===== src/rtl/fetch_unit_pkg.sv =====
// Shared definitions for the instruction fetch unit: reset defaults, NOP encoding,
// FSM state encoding and the buffered entry layout.
package fetch_unit_pkg;

    localparam logic [31:0] RESET_PC_DEFAULT = 32'h0000_0000;
    localparam logic [31:0] NOP_INSTR        = 32'h0000_0013;

    typedef enum logic {
        ST_RUN   = 1'b0,
        ST_DRAIN = 1'b1
    } fetch_state_e;

    typedef struct packed {
        logic [31:0] pc;
        logic [31:0] instr;
    } fetch_entry_t;

    function automatic logic [31:0] word_align(input logic [31:0] addr);
        return {addr[31:2], 2'b00};
    endfunction

endpackage


===== src/rtl/fetch_fifo.sv =====
// Instruction buffer between the memory response path and decode.
// Registered output (no bypass), synchronous clear, occupancy count.
module fetch_fifo #(
    parameter int DEPTH = 4
) (
    input  logic                     clk,
    input  logic                     reset,
    input  logic                     i_clear,
    input  logic                     i_push,
    input  logic [63:0]              i_data,
    input  logic                     i_pop,
    output logic [63:0]              o_data,
    output logic                     o_empty,
    output logic [$clog2(DEPTH):0]   o_count
);

    localparam int AW = $clog2(DEPTH);

    logic [63:0]   r_mem [DEPTH];
    logic [AW-1:0] r_wr_ptr;
    logic [AW-1:0] r_rd_ptr;
    logic [AW:0]   r_count;

    logic w_full;
    logic w_push;
    logic w_pop;

    assign o_empty = (r_count == '0);
    assign w_full  = (r_count == (AW+1)'(DEPTH));
    assign w_pop   = i_pop & ~o_empty;
    // A pop frees the head slot in the same edge, so a full buffer can still accept.
    assign w_push  = i_push & (~w_full | w_pop);
    assign o_data  = r_mem[r_rd_ptr];
    assign o_count = r_count;

    always_ff @(posedge clk) begin
        if (w_push && !i_clear) begin
            r_mem[r_wr_ptr] <= i_data;
        end
    end

    always_ff @(posedge clk or posedge reset) begin
        if (reset) begin
            r_wr_ptr <= '0;
            r_rd_ptr <= '0;
            r_count  <= '0;
        end else if (i_clear) begin
            r_wr_ptr <= '0;
            r_rd_ptr <= '0;
            r_count  <= '0;
        end else begin
            if (w_push) begin
                r_wr_ptr <= r_wr_ptr + AW'(1);
            end
            if (w_pop) begin
                r_rd_ptr <= r_rd_ptr + AW'(1);
            end
            case ({w_push, w_pop})
                2'b10:   r_count <= r_count + (AW+1)'(1);
                2'b01:   r_count <= r_count - (AW+1)'(1);
                default: r_count <= r_count;
            endcase
        end
    end

endmodule


===== src/rtl/fetch_unit.sv =====
// Instruction fetch: issues word requests, tracks in-flight reads, buffers
// responses with their PCs and discards stale responses after a redirect.
//
// state    | meaning
// ST_RUN   | normal fetch, every accepted response is buffered
// ST_DRAIN | responses issued before the last redirect are still returning and get dropped
module fetch_unit
    import fetch_unit_pkg::*;
#(
    parameter logic [31:0] RESET_PC   = RESET_PC_DEFAULT,
    parameter int          FIFO_DEPTH = 4
) (
    input  logic        clk,
    input  logic        reset,
    input  logic        redirect_i,
    input  logic [31:0] redirect_pc_i,
    output logic        imem_req_o,
    output logic [31:0] imem_addr_o,
    input  logic        imem_gnt_i,
    input  logic        imem_rvalid_i,
    input  logic [31:0] imem_rdata_i,
    output logic        instr_valid_o,
    input  logic        instr_ready_i,
    output logic [31:0] instr_o,
    output logic [31:0] instr_pc_o
);

    localparam int CW = $clog2(FIFO_DEPTH) + 1;

    fetch_state_e r_state;
    fetch_state_e w_state_nxt;

    logic [31:0]   r_fetch_pc;
    logic [31:0]   r_resp_pc;
    logic [CW-1:0] r_outstanding;
    logic [CW-1:0] r_discard;
    logic [CW-1:0] w_discard_nxt;

    logic [CW-1:0] w_fifo_count;
    logic [CW:0]   w_in_flight;
    logic          w_fifo_empty;
    logic [63:0]   w_fifo_rdata;
    fetch_entry_t  w_push_entry;
    fetch_entry_t  w_head_entry;

    logic w_xfer;
    logic w_rsp;
    logic w_drop;
    logic w_push;
    logic w_pop;

    // Occupancy counts both buffered words and words still in flight so a burst of
    // responses can never overrun the buffer.
    assign w_in_flight = {1'b0, r_outstanding} + {1'b0, w_fifo_count};
    assign imem_req_o  = ~reset & ~redirect_i & (w_in_flight < (CW+1)'(FIFO_DEPTH));
    assign imem_addr_o = r_fetch_pc;

    assign w_xfer = imem_req_o & imem_gnt_i;
    // A response with nothing outstanding belongs to a request lost to reset.
    assign w_rsp  = imem_rvalid_i & (r_outstanding != '0);
    assign w_drop = w_rsp & (r_discard != '0);
    assign w_push = w_rsp & ~w_drop & ~redirect_i;
    assign w_pop  = instr_valid_o & instr_ready_i & ~redirect_i;

    assign w_push_entry.pc    = r_resp_pc;
    assign w_push_entry.instr = imem_rdata_i;
    assign w_head_entry       = fetch_entry_t'(w_fifo_rdata);

    fetch_fifo #(
        .DEPTH (FIFO_DEPTH)
    ) u_fifo (
        .clk     (clk),
        .reset   (reset),
        .i_clear (redirect_i),
        .i_push  (w_push),
        .i_data  (w_push_entry),
        .i_pop   (w_pop),
        .o_data  (w_fifo_rdata),
        .o_empty (w_fifo_empty),
        .o_count (w_fifo_count)
    );

    assign instr_valid_o = ~w_fifo_empty;
    assign instr_o       = w_fifo_empty ? NOP_INSTR : w_head_entry.instr;
    assign instr_pc_o    = w_fifo_empty ? r_resp_pc : w_head_entry.pc;

    always_comb begin
        w_state_nxt   = r_state;
        w_discard_nxt = r_discard;
        case (r_state)
            ST_RUN: begin
                if (redirect_i) begin
                    w_discard_nxt = r_outstanding - CW'(w_rsp);
                end
            end
            ST_DRAIN: begin
                if (redirect_i) begin
                    w_discard_nxt = r_outstanding - CW'(w_rsp);
                end else if (w_drop) begin
                    w_discard_nxt = r_discard - CW'(1);
                end
            end
            default: w_discard_nxt = '0;
        endcase
        w_state_nxt = (w_discard_nxt != '0) ? ST_DRAIN : ST_RUN;
    end

    always_ff @(posedge clk or posedge reset) begin
        if (reset) begin
            r_state   <= ST_RUN;
            r_discard <= '0;
        end else begin
            r_state   <= w_state_nxt;
            r_discard <= w_discard_nxt;
        end
    end

    always_ff @(posedge clk or posedge reset) begin
        if (reset) begin
            r_outstanding <= '0;
        end else begin
            case ({w_xfer, w_rsp})
                2'b10:   r_outstanding <= r_outstanding + CW'(1);
                2'b01:   r_outstanding <= r_outstanding - CW'(1);
                default: r_outstanding <= r_outstanding;
            endcase
        end
    end

    always_ff @(posedge clk or posedge reset) begin
        if (reset) begin
            r_fetch_pc <= RESET_PC;
            r_resp_pc  <= RESET_PC;
        end else if (redirect_i) begin
            r_fetch_pc <= word_align(redirect_pc_i);
            r_resp_pc  <= word_align(redirect_pc_i);
        end else begin
            if (w_xfer) begin
                r_fetch_pc <= r_fetch_pc + 32'd4;
            end
            if (w_push) begin
                r_resp_pc <= r_resp_pc + 32'd4;
            end
        end
    end

endmodule


===== config.mk =====
export PLATFORM = sky130hd
export DESIGN_NAME = fetch_unit
export DESIGN_NICKNAME = d
export VERILOG_FILES = /design/src/rtl/fetch_unit_pkg.sv /design/src/rtl/fetch_fifo.sv /design/src/rtl/fetch_unit.sv
export SDC_FILE = /design/constraint.sdc
export NUM_CORES = 1
export LEC_CHECK = 0
export CAP_MARGIN = 20
export CORE_UTILIZATION = 50
export CTS_CLUSTER_SIZE = 28
export DETAILED_ROUTE_END_ITERATION = 6
export DONT_BUFFER_PORTS = 1
export GPL_TIMING_DRIVEN = 0
export PLACE_DENSITY = 0.7
export SLEW_MARGIN = 20
export SYNTH_ARGS = -nofsm -noshare
export SYNTH_HDL_FRONTEND = slang
export SYNTH_SLANG_ARGS = --single-unit

===== constraint.sdc =====
create_clock -name clk -period 8.8 [get_ports clk]
set_clock_uncertainty 0.2 [all_clocks]
set_input_delay 0.88 -clock clk [delete_from_list [all_inputs] [get_ports clk]]
set_output_delay 0.88 -clock clk [all_outputs]
set_load 0.05 [all_outputs]

==> results.tsv, run 1 <==
stage	metric	value	unit
status	status	finished clean	
drt	via_per_inst	5.82	
floorplan	die_width	168	µm
layout	area_growth	13.1	%
synth	synth_xor_area_frac	0.0303	
sta	maxSlewViolCount	0	
setup_path	worstSetupStartpointType	register	
floorplan	dieArea	28400	µm²
grt	grt_max_degree	57	
setup_path	crit_type	reg2out	
synth	synthMuxAreaShare	0.115	
grt	grt_pass1_wl	46100	µm
setup_path	max_stage_delay	0.98	ns
synth	synthesis.area	13900	µm²
layout	multi_input_area	4300	µm²
power_and_ir_drop	power	5220	µW
floorplan	dieHeight	168	µm
layout	drive_gt1_frac	0.176	
setup_path	cp_top_family	compound AO/OA/AOI/OAI gates	
drt	drtAntennaViolNets	0	
synth	ys_ff_latch	322	
synth	syn-mean-instance-area	15.2	µm²
synth	yosys.area_share.simple	0.111	
clock_network	cts-resized-gates	0	
synth	synth_top_family_by_area	multiplexers	
floorplan	core_area	27100	µm²
run	max_cap_violations	0	
grt	grtUsageTotal	0.214	
grt	grt_remaining_overflow	0	
layout	final_common_cell	edfxtp_1	
power_and_ir_drop	p_per_area	333	nW/µm²
clock_network	clk_path_buf_depth	3	
drt	dr.pass1.iters	5	
floorplan	initial_core_util	0.511	
synth	syn_inst	911	
hold_path	min_path_type	in2reg	
grt	antenna_found_initial	0	
grt	grt_pass1_vias	7891	
placed_design	hpwl	19500	µm
clock_network	clock-sinks	322	
drt	via_count	7890	
synth	yosysWarnings	0	
floorplan	ioPinCount	168	
clock_network	clkTransAtPathRegs	0.06	ns
sta	timing.fmax	221	MHz
setup_path	slowest_stage	o21ai_1	
sta	slew_headroom	0.214	
synth	synth_fa_ha_area_frac	0.0146	
layout	layout_common_cells	248 x edfxtp_1, 135 x nand2_1, 74 x dfrtp_1	
clock_network	htree_levels	2	
synth	synth-edff-count	248	
layout	seq_area	9300	µm²
layout	fillers	2127	
synth	synth.distinct_cells	55	
drt	drt-total-wl	29700	µm
drt	avgRoutedWirePerCell	21.9	µm
setup_path	end_kind	output pin	
synth	ys_seq_area_frac	0.671	
power_and_ir_drop	ir_worst_vdd	0.138	mV
clock_network	clk_latency	0.52	ns
drt	drtIter0Drc	564	
setup_path	crit_path_max_fanout	10	
sta	worstMarginPinSlew	1.17	ns
placed_design	routabilityCongestion	0.835	
sta	finalHoldViolCount	0	
drt	drc	0	
setup_path	crit_chain	nor3_1, inv_2, clkbuf_1, clkbuf_1, o21ai_1	
setup_path	cp_data_arrival_time	3.45	ns
setup_path	path_common_cell	clkbuf_1	
clock_network	cts_made_buffers	35	
synth	synth-async-reset-ratio	0.230	
layout	diodes	0	
clock_network	cts_tree	built	
clock_network	cts-root-buf	clkbuf_16	
power_and_ir_drop	p_leak	0.00543	µW
setup_path	worstPathRequired	7.72	ns
sta	rsz0062_at_grt	false	
placed_design	port_buffers	0	
floorplan	std_cell_rows	60	
sta	fin_crit	4.53	ns
sta	setup_viol	0	
sta	finalCritPeriodShare	0.515	
sta	setup_tns	0	ns
synth	synth_compound_area_frac	0.0369	
setup_path	critPathBufInv	3	
synth	ys.flop_type	edfxtp_1	
layout	final_nets	1042	
-- metal layers --
layer  share of wire  global-route usage  routed length (µm)  up-vias
li1                -                   -                   -     3540
met1            0.43               0.300               12700     3983
met2            0.46               0.331               13800      320
met3           0.086              0.0580                2570       47
met4           0.021              0.0640                 615        0
met5               0                   0                   0        -
-- flip-flops by register name, summed over array words and instances, names as in the netlist --
| name | flops |
|---|---|
| u_fifo.r_wr_ptr | 2 |
| r_discard | 3 |
| u_fifo.r_rd_ptr | 2 |
| r_outstanding | 3 |
| u_fifo.r_mem | 248 |
| u_fifo.o_count | 3 |
| imem_addr_o | 30 |
| r_state | 1 |
| r_resp_pc | 30 |
-- cell usage after synthesis, drive strengths merged, types with 2 or more instances --
cell type / n / area [µm²]
a21boi: 9 / 67.6
a21o: 3 / 22.5
a21oi: 6 / 30.0
a31o: 2 / 17.5
a31oi: 5 / 31.3
and2: 38 / 238
and3: 10 / 62.6
and4: 5 / 45.0
buf: 18 / 97.6
clkbuf: 28 / 105
dfrtp: 74 / 1850
edfxtp: 248 / 7450
fa: 2 / 40.0
ha: 13 / 163
inv: 23 / 86.3
mux2: 13 / 146
mux2i: 5 / 50.1
mux4: 62 / 1400
nand2: 135 / 507
nand2b: 5 / 31.3
nand3: 28 / 145
nand4: 33 / 213
nor2: 24 / 92.6
nor3: 5 / 35.0
nor4: 9 / 108
o211ai: 12 / 90.1
o21a: 2 / 15.0
o21ai: 28 / 140
o311ai: 4 / 52.6
o31ai: 2 / 20.0
or2: 3 / 18.8
or4: 2 / 15.0
xnor2: 19 / 166
xor2: 29 / 254
-- worst register-to-register path, delay by kind of cell (launching register included) --
kind / cells / cell delay (ns)
buffers and inverters: 2 / 0.36
adder cells (fa/ha/maj): 2 / 0.44
AND/OR/NAND/NOR: 2 / 1.12
AO/OA/AOI/OAI: 1 / 0.23
flip-flops: 1 / 0.39
-- where the power goes --
group | leakage [µW] | total, µW | switching [µW] | internal (µW)
clock | 0.000580 | 1510 | 574 | 940
combinational | 0.00173 | 1820 | 1410 | 407
sequential | 0.00312 | 1880 | 157 | 1730
total | 0.00543 | 5220 | 2140 | 3070
-- through the flow --
step | utilization | hold slack [ns] | cells | area (µm²) | setup slack [ns]
finish | 0.578 | 0.259 | 1355 | 15700 | 4.27
global route | 0.578 | 0.237 | 1355 | 15700 | 4.09
CTS | 0.578 | 0.241 | 1355 | 15700 | 4.23
detailed placement | 0.534 | 0.329 | 1291 | 14500 | 4.81
global placement | 0.529 | 0.309 | 1286 | 14300 | 3.80
floorplan | - | 0.271 | 914 | 13900 | 5.13
-- kinds of logic after synthesis --
| kind of cell | after synthesis |
|---|---|
| AO/OA/AOI/OAI | 76 |
| XOR/XNOR | 48 |
| adder cells (fa/ha/maj) | 15 |
| buffers and inverters | 69 |
| flip-flops | 322 |
| multiplexers | 80 |
| other | 1 |
| AND/OR/NAND/NOR | 300 |
-- cell type report --
class,count,share of cell area
Sequential cell,322,0.593
Multi-Input combinational cell,523,0.274
Clock buffer,48,0.0610
Tap cell,372,0.0297
Clock inverter,15,0.0151
Buffer,46,0.0129
Timing Repair Buffer,6,0.00846
Inverter,23,0.00567
-- repair_timing --
item                                   CTS  global route
endpoints found under the hold margin    9             0
buffers inserted                         0             0
hold buffers                             1             0
-- path summary, 6_finish.rpt --
check                                   start                   to  slack [ns]  depth (start not counted)
max                         u_fifo.o_count[0]       instr_pc_o[21]        4.27                          5
min                           imem_rdata_i[8]   u_fifo.r_mem[0][8]        0.26                          0
max reg2reg                      r_discard[0]  u_fifo.r_mem[3][19]        5.74                          7
min reg2reg                u_fifo.r_wr_ptr[0]   u_fifo.r_wr_ptr[0]        0.35                          1
max in group asynchronous               reset        r_resp_pc[28]        7.22                          3
min in group asynchronous               reset       imem_addr_o[2]        0.62                          2
Power figures use the tool's default switching activity.
==> run 2: changes to the inputs <==
- clock period: 8.8 -> 4.52 ns (I/O delays scaled with it)
==> run 2 against run 1 <==
Against the previous run: via count rose by 3.0%; sequential share of layout area fell by 2.1 points; non-clock buffer count rose by 57; core utilization rose by 2.1 points; largest cell class unchanged; die area did not move; first-iteration DRC count rose by 20%; highest routed layer unchanged; largest power group unchanged; count of clock-buffer cells in the layout did not move; cell count rose by 4.2%.
==> results.tsv, run 2 (synthesized netlist as in run 1, its figures left out) <==
stage	metric	value	unit	change
status	status	finished clean		unchanged
drt	via_per_inst	5.76		was 5.82
setup_path	crit_start	u_fifo.o_count[1]		was u_fifo.o_count[0]
clock_network	cts_tree	built		unchanged
layout	layout_common_cells	248 x edfxtp_1, 135 x nand2_1, 74 x dfrtp_1		unchanged
clock_network	cts_made_buffers	35		unchanged
floorplan	core_area	27100	µm²	unchanged
grt	grt_max_degree	57		unchanged
drt	drtAntennaViolNets	0		unchanged
sta	setup_viol	0		unchanged
floorplan	ioPinCount	168		unchanged
setup_path	cp_data_arrival_time	3.45	ns	about the same
floorplan	std_cell_rows	60		unchanged
sta	fin_crit	4.10	ns	
sta	finalCritPeriodShare	0.906		
grt	grtUsageTotal	0.221		was 0.214
layout	largest_register_ffs	248		unchanged
drt	drtIter0Drc	675		was 564
placed_design	routabilityCongestion	0.835		unchanged
layout	final_nets	1099		was 1,042
grt	antenna_found_initial	0		unchanged
floorplan	die_width	168	µm	unchanged
floorplan	initial_core_util	0.511		unchanged
clock_network	clock-sinks	322		unchanged
power_and_ir_drop	ir_worst_vdd	0.278	mV	was 0.138 mV
setup_path	worstSetupStartpointType	register		unchanged
drt	avgRoutedWirePerCell	21.6	µm	was 21.9 µm
grt	grt_pass1_vias	8253		was 7,891
sta	worstMarginPinSlew	1.18	ns	was 1.17 ns
grt	grt_remaining_overflow	0		unchanged
hold_path	min_path_type	in2reg		unchanged
clock_network	htree_levels	2		unchanged
setup_path	crit_type	reg2out		unchanged
power_and_ir_drop	p_leak	0.00567	µW	was 0.00543 µW
power_and_ir_drop	internal_power	6010	µW	was 3070 µW
setup_path	end_kind	output pin		unchanged
layout	final_common_cell	edfxtp_1		unchanged
sta	whs	0.0236	ns	was 0.259 ns
run	max_cap_violations	0		unchanged
sta	finalHoldViolCount	0		unchanged
clock_network	cts-root-buf	clkbuf_16		unchanged
clock_network	clkTransAtPathRegs	0.07	ns	was 0.06 ns
clock_network	clk_latency	0.52	ns	about the same
layout	area_growth	17.2	%	was 13.1%
power_and_ir_drop	switchingPower	4210	µW	was 2140 µW
power_and_ir_drop	seq_power_share	0.358		was 0.361
drt	via_count	8129		was 7,890
setup_path	worstPathRequired	3.87	ns	was 7.72 ns
sta	timing.fmax	244	MHz	
power_and_ir_drop	clkPwrFrac	0.289		was 0.290
drt	drc	0		unchanged
clock_network	cts-resized-gates	0		unchanged
drt	drt-total-wl	30500	µm	was 29,700 µm
drt	dr.pass1.iters	5		unchanged
layout	diodes	0		unchanged
grt	grt_pass1_wl	47700	µm	was 46,100 µm
power_and_ir_drop	power	10200	µW	was 5220 µW
layout	drive_gt1_frac	0.166		was 0.176
clock_network	postCtsSetupRepairBufs	0		unchanged
setup_path	r2r_start	r_discard[0]		unchanged
power_and_ir_drop	swShare	0.412		was 0.411
floorplan	dieHeight	168	µm	unchanged
layout	top_register	u_fifo.r_mem		unchanged
setup_path	crit_path_max_fanout	10		unchanged
placed_design	port_buffers	0		unchanged
clock_network	clk_path_buf_depth	3		unchanged
sta	maxSlewViolCount	0		unchanged
floorplan	dieArea	28400	µm²	unchanged
hold_path	min_from	redirect_pc_i[23]		was imem_rdata_i[8]
sta	slew_headroom	0.209		was 0.214
setup_path	ff2ff_setup_slack	1.44	ns	was 5.74 ns
placed_design	hpwl	19500	µm	unchanged
power_and_ir_drop	p_per_area	629	nW/µm²	was 333 nW/µm²
sta	rsz0062_at_grt	false		unchanged
power_and_ir_drop	comb_power_share	0.353		was 0.349
[run 2: timing repair]
| item | in CTS | in global routing |
|---|---|---|
| hold buffers | 58 | 0 |
| hold endpoints to repair | 248 | 0 |
| endpoints found under the setup margin | 0 | 0 |
[run 2: final timing paths]
path | cells past startpoint | endpoint
worst max-delay path | 5 | instr_pc_o[21]
worst min-delay path | 2 | r_resp_pc[23]
worst max register to register | 7 | u_fifo.r_mem[3][18]
worst min register to register | 0 | u_fifo.r_mem[2][54]
max in group asynchronous | 3 | r_resp_pc[28]
min in group asynchronous | 2 | imem_addr_o[2]
[run 2: stage by stage]
stage	TNS, ns	utilization	cell area (µm²)	setup slack, ns	instances
after global routing	0	0.599	16200	0.232	1412
final	0	0.599	16200	0.423	1412
after global placement	-82.37	0.529	14300	-0.371	1286
after detailed placement	0	0.534	14500	0.962	1291
after CTS	0	0.599	16200	0.382	1412
after floorplan	0	-	13900	0.963	914
[run 2: power groups by stage]
stage | clock [µW] | combinational (µW) | sequential (µW)
2_1_floorplan | 0 | 3010 | 3660
3_3_place_gp | 0 | 3540 | 3720
3_5_place_dp | 0 | 3590 | 3720
4_1_cts | 3000 | 3650 | 3660
5_1_grt | 3120 | 3830 | 3690
6_report | 2950 | 3610 | 3660
[run 2: layout make-up]
| type | count | area [µm²] |
|---|---|---|
| fill | 2068 | 10900 |
| sequential | 322 | 9300 |
| multi-input combinational | 523 | 4300 |
| timing repair buffer | 63 | 703 |
| inverter | 23 | 88.8 |
| buffer | 46 | 203 |
| tap | 372 | 465 |
| clock buffer | 48 | 956 |
| clock inverter | 15 | 236 |
[run 2: worst max-delay path, cell delays in order (launching register included)]
cell and delay, ns:
dfrtp_1 0.44, nor3_1 0.73, inv_2 0.11, clkbuf_1 0.32, clkbuf_1 0.35, o21ai_1 0.98
[run 2: routing by layer]
layer | GRT usage | share of wire | routed length [µm] | vias to the layer above
li1 | - | - | - | 3657
met1 | 0.304 | 0.43 | 13100 | 4081
met2 | 0.351 | 0.47 | 14300 | 343
met3 | 0.0519 | 0.079 | 2400 | 48
met4 | 0.0652 | 0.021 | 639 | 0
met5 | 0 | 0 | 0 | -
==> run 3: changes to the inputs <==
- GPL_ROUTABILITY_DRIVEN: unset -> 0
- clock period: 4.52 -> 4.2 ns (I/O delays scaled with it)
==> run 3 against run 2 <==
Against the previous run: cell count is 0.21% higher; register-to-register slack worse by 0.30 ns; worst setup slack got worse by 0.15 ns; clock power grew 7.8%; non-clock buffer count is 3 higher; sequential power up 7.7%; combinational power grew 7.5%; flip-flop and latch count is the same; wire length rose by 0.20%; power grew 7.7%; critical path type unchanged; critical endpoint is now instr_pc_o[8].
==> results.tsv, run 3 (synthesized netlist as in run 1, its figures left out) <==
stage	metric	value	unit	change
sta	maxSlewViolCount	0		unchanged
clock_network	clk_path_buf_depth	3		unchanged
clock_network	clkTransAtPathRegs	0.06	ns	was 0.07 ns
setup_path	r2r_end	u_fifo.r_mem[3][42]		was u_fifo.r_mem[3][18]
grt	antenna_found_initial	0		unchanged
layout	final_nets	1102		was 1,099
clock_network	cts-root-buf	clkbuf_16		unchanged
drt	dr.pass1.iters	5		unchanged
power_and_ir_drop	ir_worst_vdd	0.301	mV	was 0.278 mV
sta	finalHoldViolCount	0		unchanged
layout	largest_register_ffs	248		unchanged
floorplan	initial_core_util	0.511		unchanged
drt	avgRoutedWirePerCell	21.6	µm	about the same
sta	slew_headroom	0.265		was 0.209
power_and_ir_drop	p_per_area	676	nW/µm²	was 629 nW/µm²
setup_path	worstSetupStartpointType	register		unchanged
grt	grt_remaining_overflow	0		unchanged
setup_path	end_kind	output pin		unchanged
layout	fillers	2069		was 2,068
grt	grt_pass1_vias	8267		was 8,253
floorplan	dieArea	28400	µm²	unchanged
layout	area_growth	17.5	%	was 17.2%
drt	drc	0		unchanged
drt	drtIter0Drc	647		was 675
setup_path	crit_chain	nor3_1, inv_2, clkbuf_1, clkbuf_1, o21ai_1		unchanged
clock_network	cts_made_buffers	35		unchanged
layout	final_common_cell	edfxtp_1		unchanged
setup_path	crit_start	u_fifo.o_count[0]		was u_fifo.o_count[1]
setup_path	slowest_stage	o21ai_1		unchanged
floorplan	die_width	168	µm	unchanged
setup_path	worst-path-stages	5		unchanged
setup_path	critPathBufInv	3		unchanged
clock_network	clk_latency	0.52	ns	about the same
sta	finalCritPeriodShare	0.934		
layout	diodes	0		unchanged
drt	via_count	8174		was 8,129
setup_path	crit_type	reg2out		unchanged
grt	grt_pass1_wl	47600	µm	was 47,700 µm
hold_path	min_path_type	in2reg		unchanged
floorplan	core_area	27100	µm²	unchanged
clock_network	postCtsSetupRepairBufs	0		unchanged
layout	drive_gt1_frac	0.167		was 0.166
floorplan	dieHeight	168	µm	unchanged
setup_path	r2r_start	r_discard[0]		unchanged
placed_design	hpwl	19500	µm	unchanged
layout	layout_common_cells	248 x edfxtp_1, 135 x nand2_1, 74 x dfrtp_1		unchanged
layout	top_register	u_fifo.r_mem		unchanged
setup_path	crit_end	instr_pc_o[8]		was instr_pc_o[21]
setup_path	ff2ff_setup_slack	1.14	ns	was 1.44 ns
sta	setup_viol	0		unchanged
grt	grtUsageTotal	0.221		about the same
layout	final_cell_area	16300	µm²	was 16,200 µm²
setup_path	cp_top_family	compound AO/OA/AOI/OAI gates		unchanged
drt	drt-total-wl	30600	µm	was 30,500 µm
setup_path	path_common_cell	clkbuf_1		unchanged
power_and_ir_drop	power	11000	µW	was 10,200 µW
sta	worstMarginPinSlew	1.10	ns	was 1.18 ns
setup_path	cp_data_arrival_time	3.30	ns	was 3.45 ns
setup_path	worstPathRequired	3.58	ns	was 3.87 ns
clock_network	cts_tree	built		unchanged
sta	timing.fmax	255	MHz	
placed_design	port_buffers	0		unchanged
grt	grt_max_degree	57		unchanged
status	status	finished clean		unchanged
placed_design	placed_area	14500	µm²	unchanged
clock_network	htree_levels	2		unchanged
drt	via_per_inst	5.78		was 5.76
setup_path	reg2regPathDepth	7		unchanged
setup_path	crit_path_max_fanout	10		unchanged
floorplan	ioPinCount	168		unchanged
drt	drtAntennaViolNets	0		unchanged
clock_network	clock-sinks	322		unchanged
floorplan	std_cell_rows	60		unchanged
run	max_cap_violations	0		unchanged
hold_path	holdPathStages	4		was 2
power_and_ir_drop	p_leak	0.00568	µW	was 0.00567 µW
sta	rsz0062_at_grt	false		unchanged
sta	fin_crit	3.92	ns	
setup_path	max_stage_delay	0.87	ns	was 0.98 ns
==> run 3: cell count changes in the layout (fill, tap and decap cells not counted) <==
cell	delta
o21ai_2	+1
dlygate4sd3_1	+3
o21ai_1	-1
==> run 3: repair_timing <==
item | 4_1_cts | 5_1_grt
hold buffers | 61 | 0
endpoints found under the hold margin | 256 | 0
endpoints found under the setup margin | 0 | 1
gates resized for setup | 0 | 1
==> run 3: cell type report <==
| class | instances | area (µm²) | area share |
|---|---|---|---|
| inverter | 23 | 88.8 | 0.00546 |
| buffer | 46 | 203 | 0.0125 |
| clock inverter | 15 | 236 | 0.0145 |
| multi-input combinational | 523 | 4300 | 0.264 |
| tap | 372 | 465 | 0.0286 |
| clock buffer | 48 | 956 | 0.0587 |
| timing repair buffer | 66 | 733 | 0.0450 |
| sequential | 322 | 9300 | 0.571 |
==> run 3: worst min-delay path by stage <==
stage                                 start             endpoint  slack [ns]
after detailed placement              reset       imem_addr_o[4]        0.07
after global routing      redirect_pc_i[19]        r_resp_pc[19]        0.04
after global placement        r_resp_pc[22]  u_fifo.r_mem[2][54]        0.31
final                            imem_gnt_i      imem_addr_o[30]        0.04
after floorplan               r_resp_pc[22]  u_fifo.r_mem[0][54]        0.27
after CTS                 redirect_pc_i[19]        r_resp_pc[19]        0.01
==> run 3: routing by layer <==
metal | up-vias | global-route usage | wire (µm)
met2 | 384 | 0.351 | 14500
met3 | 49 | 0.0512 | 2480
met4 | 0 | 0.0652 | 637
met5 | - | 0 | 0
li1 | 3651 | - | -
met1 | 4090 | 0.305 | 13000
==> run 3: worst register-to-register path: cells and delay by family (launching register included) <==
kind	cells	cell delay, ns
and+or+nand+nor	2	1.12
adders and majority gates	2	0.44
DFF	1	0.39
buffers and inverters	2	0.36
AOI/OAI and AO/OA	1	0.23
==> run 3: through the flow <==
stage | cells | TNS [ns] | utilization | hold slack [ns] | setup WS, ns
global placement | 1286 | -161.73 | 0.529 | 0.309 | -0.691
detailed placement | 1291 | 0 | 0.534 | 0.0666 | 0.674
CTS | 1415 | 0 | 0.601 | 0.0148 | 0.0940
floorplan | 914 | 0 | - | 0.271 | 0.643
global route | 1415 | 0 | 0.601 | 0.0378 | 0.0358
finish | 1415 | 0 | 0.601 | 0.0423 | 0.277
==> run 3: power breakdown <==
part	internal [µW]	leakage [µW]	switching, µW
logic	892	0.00198	2990
registers	3610	0.00312	329
clock network	1970	0.000580	1210
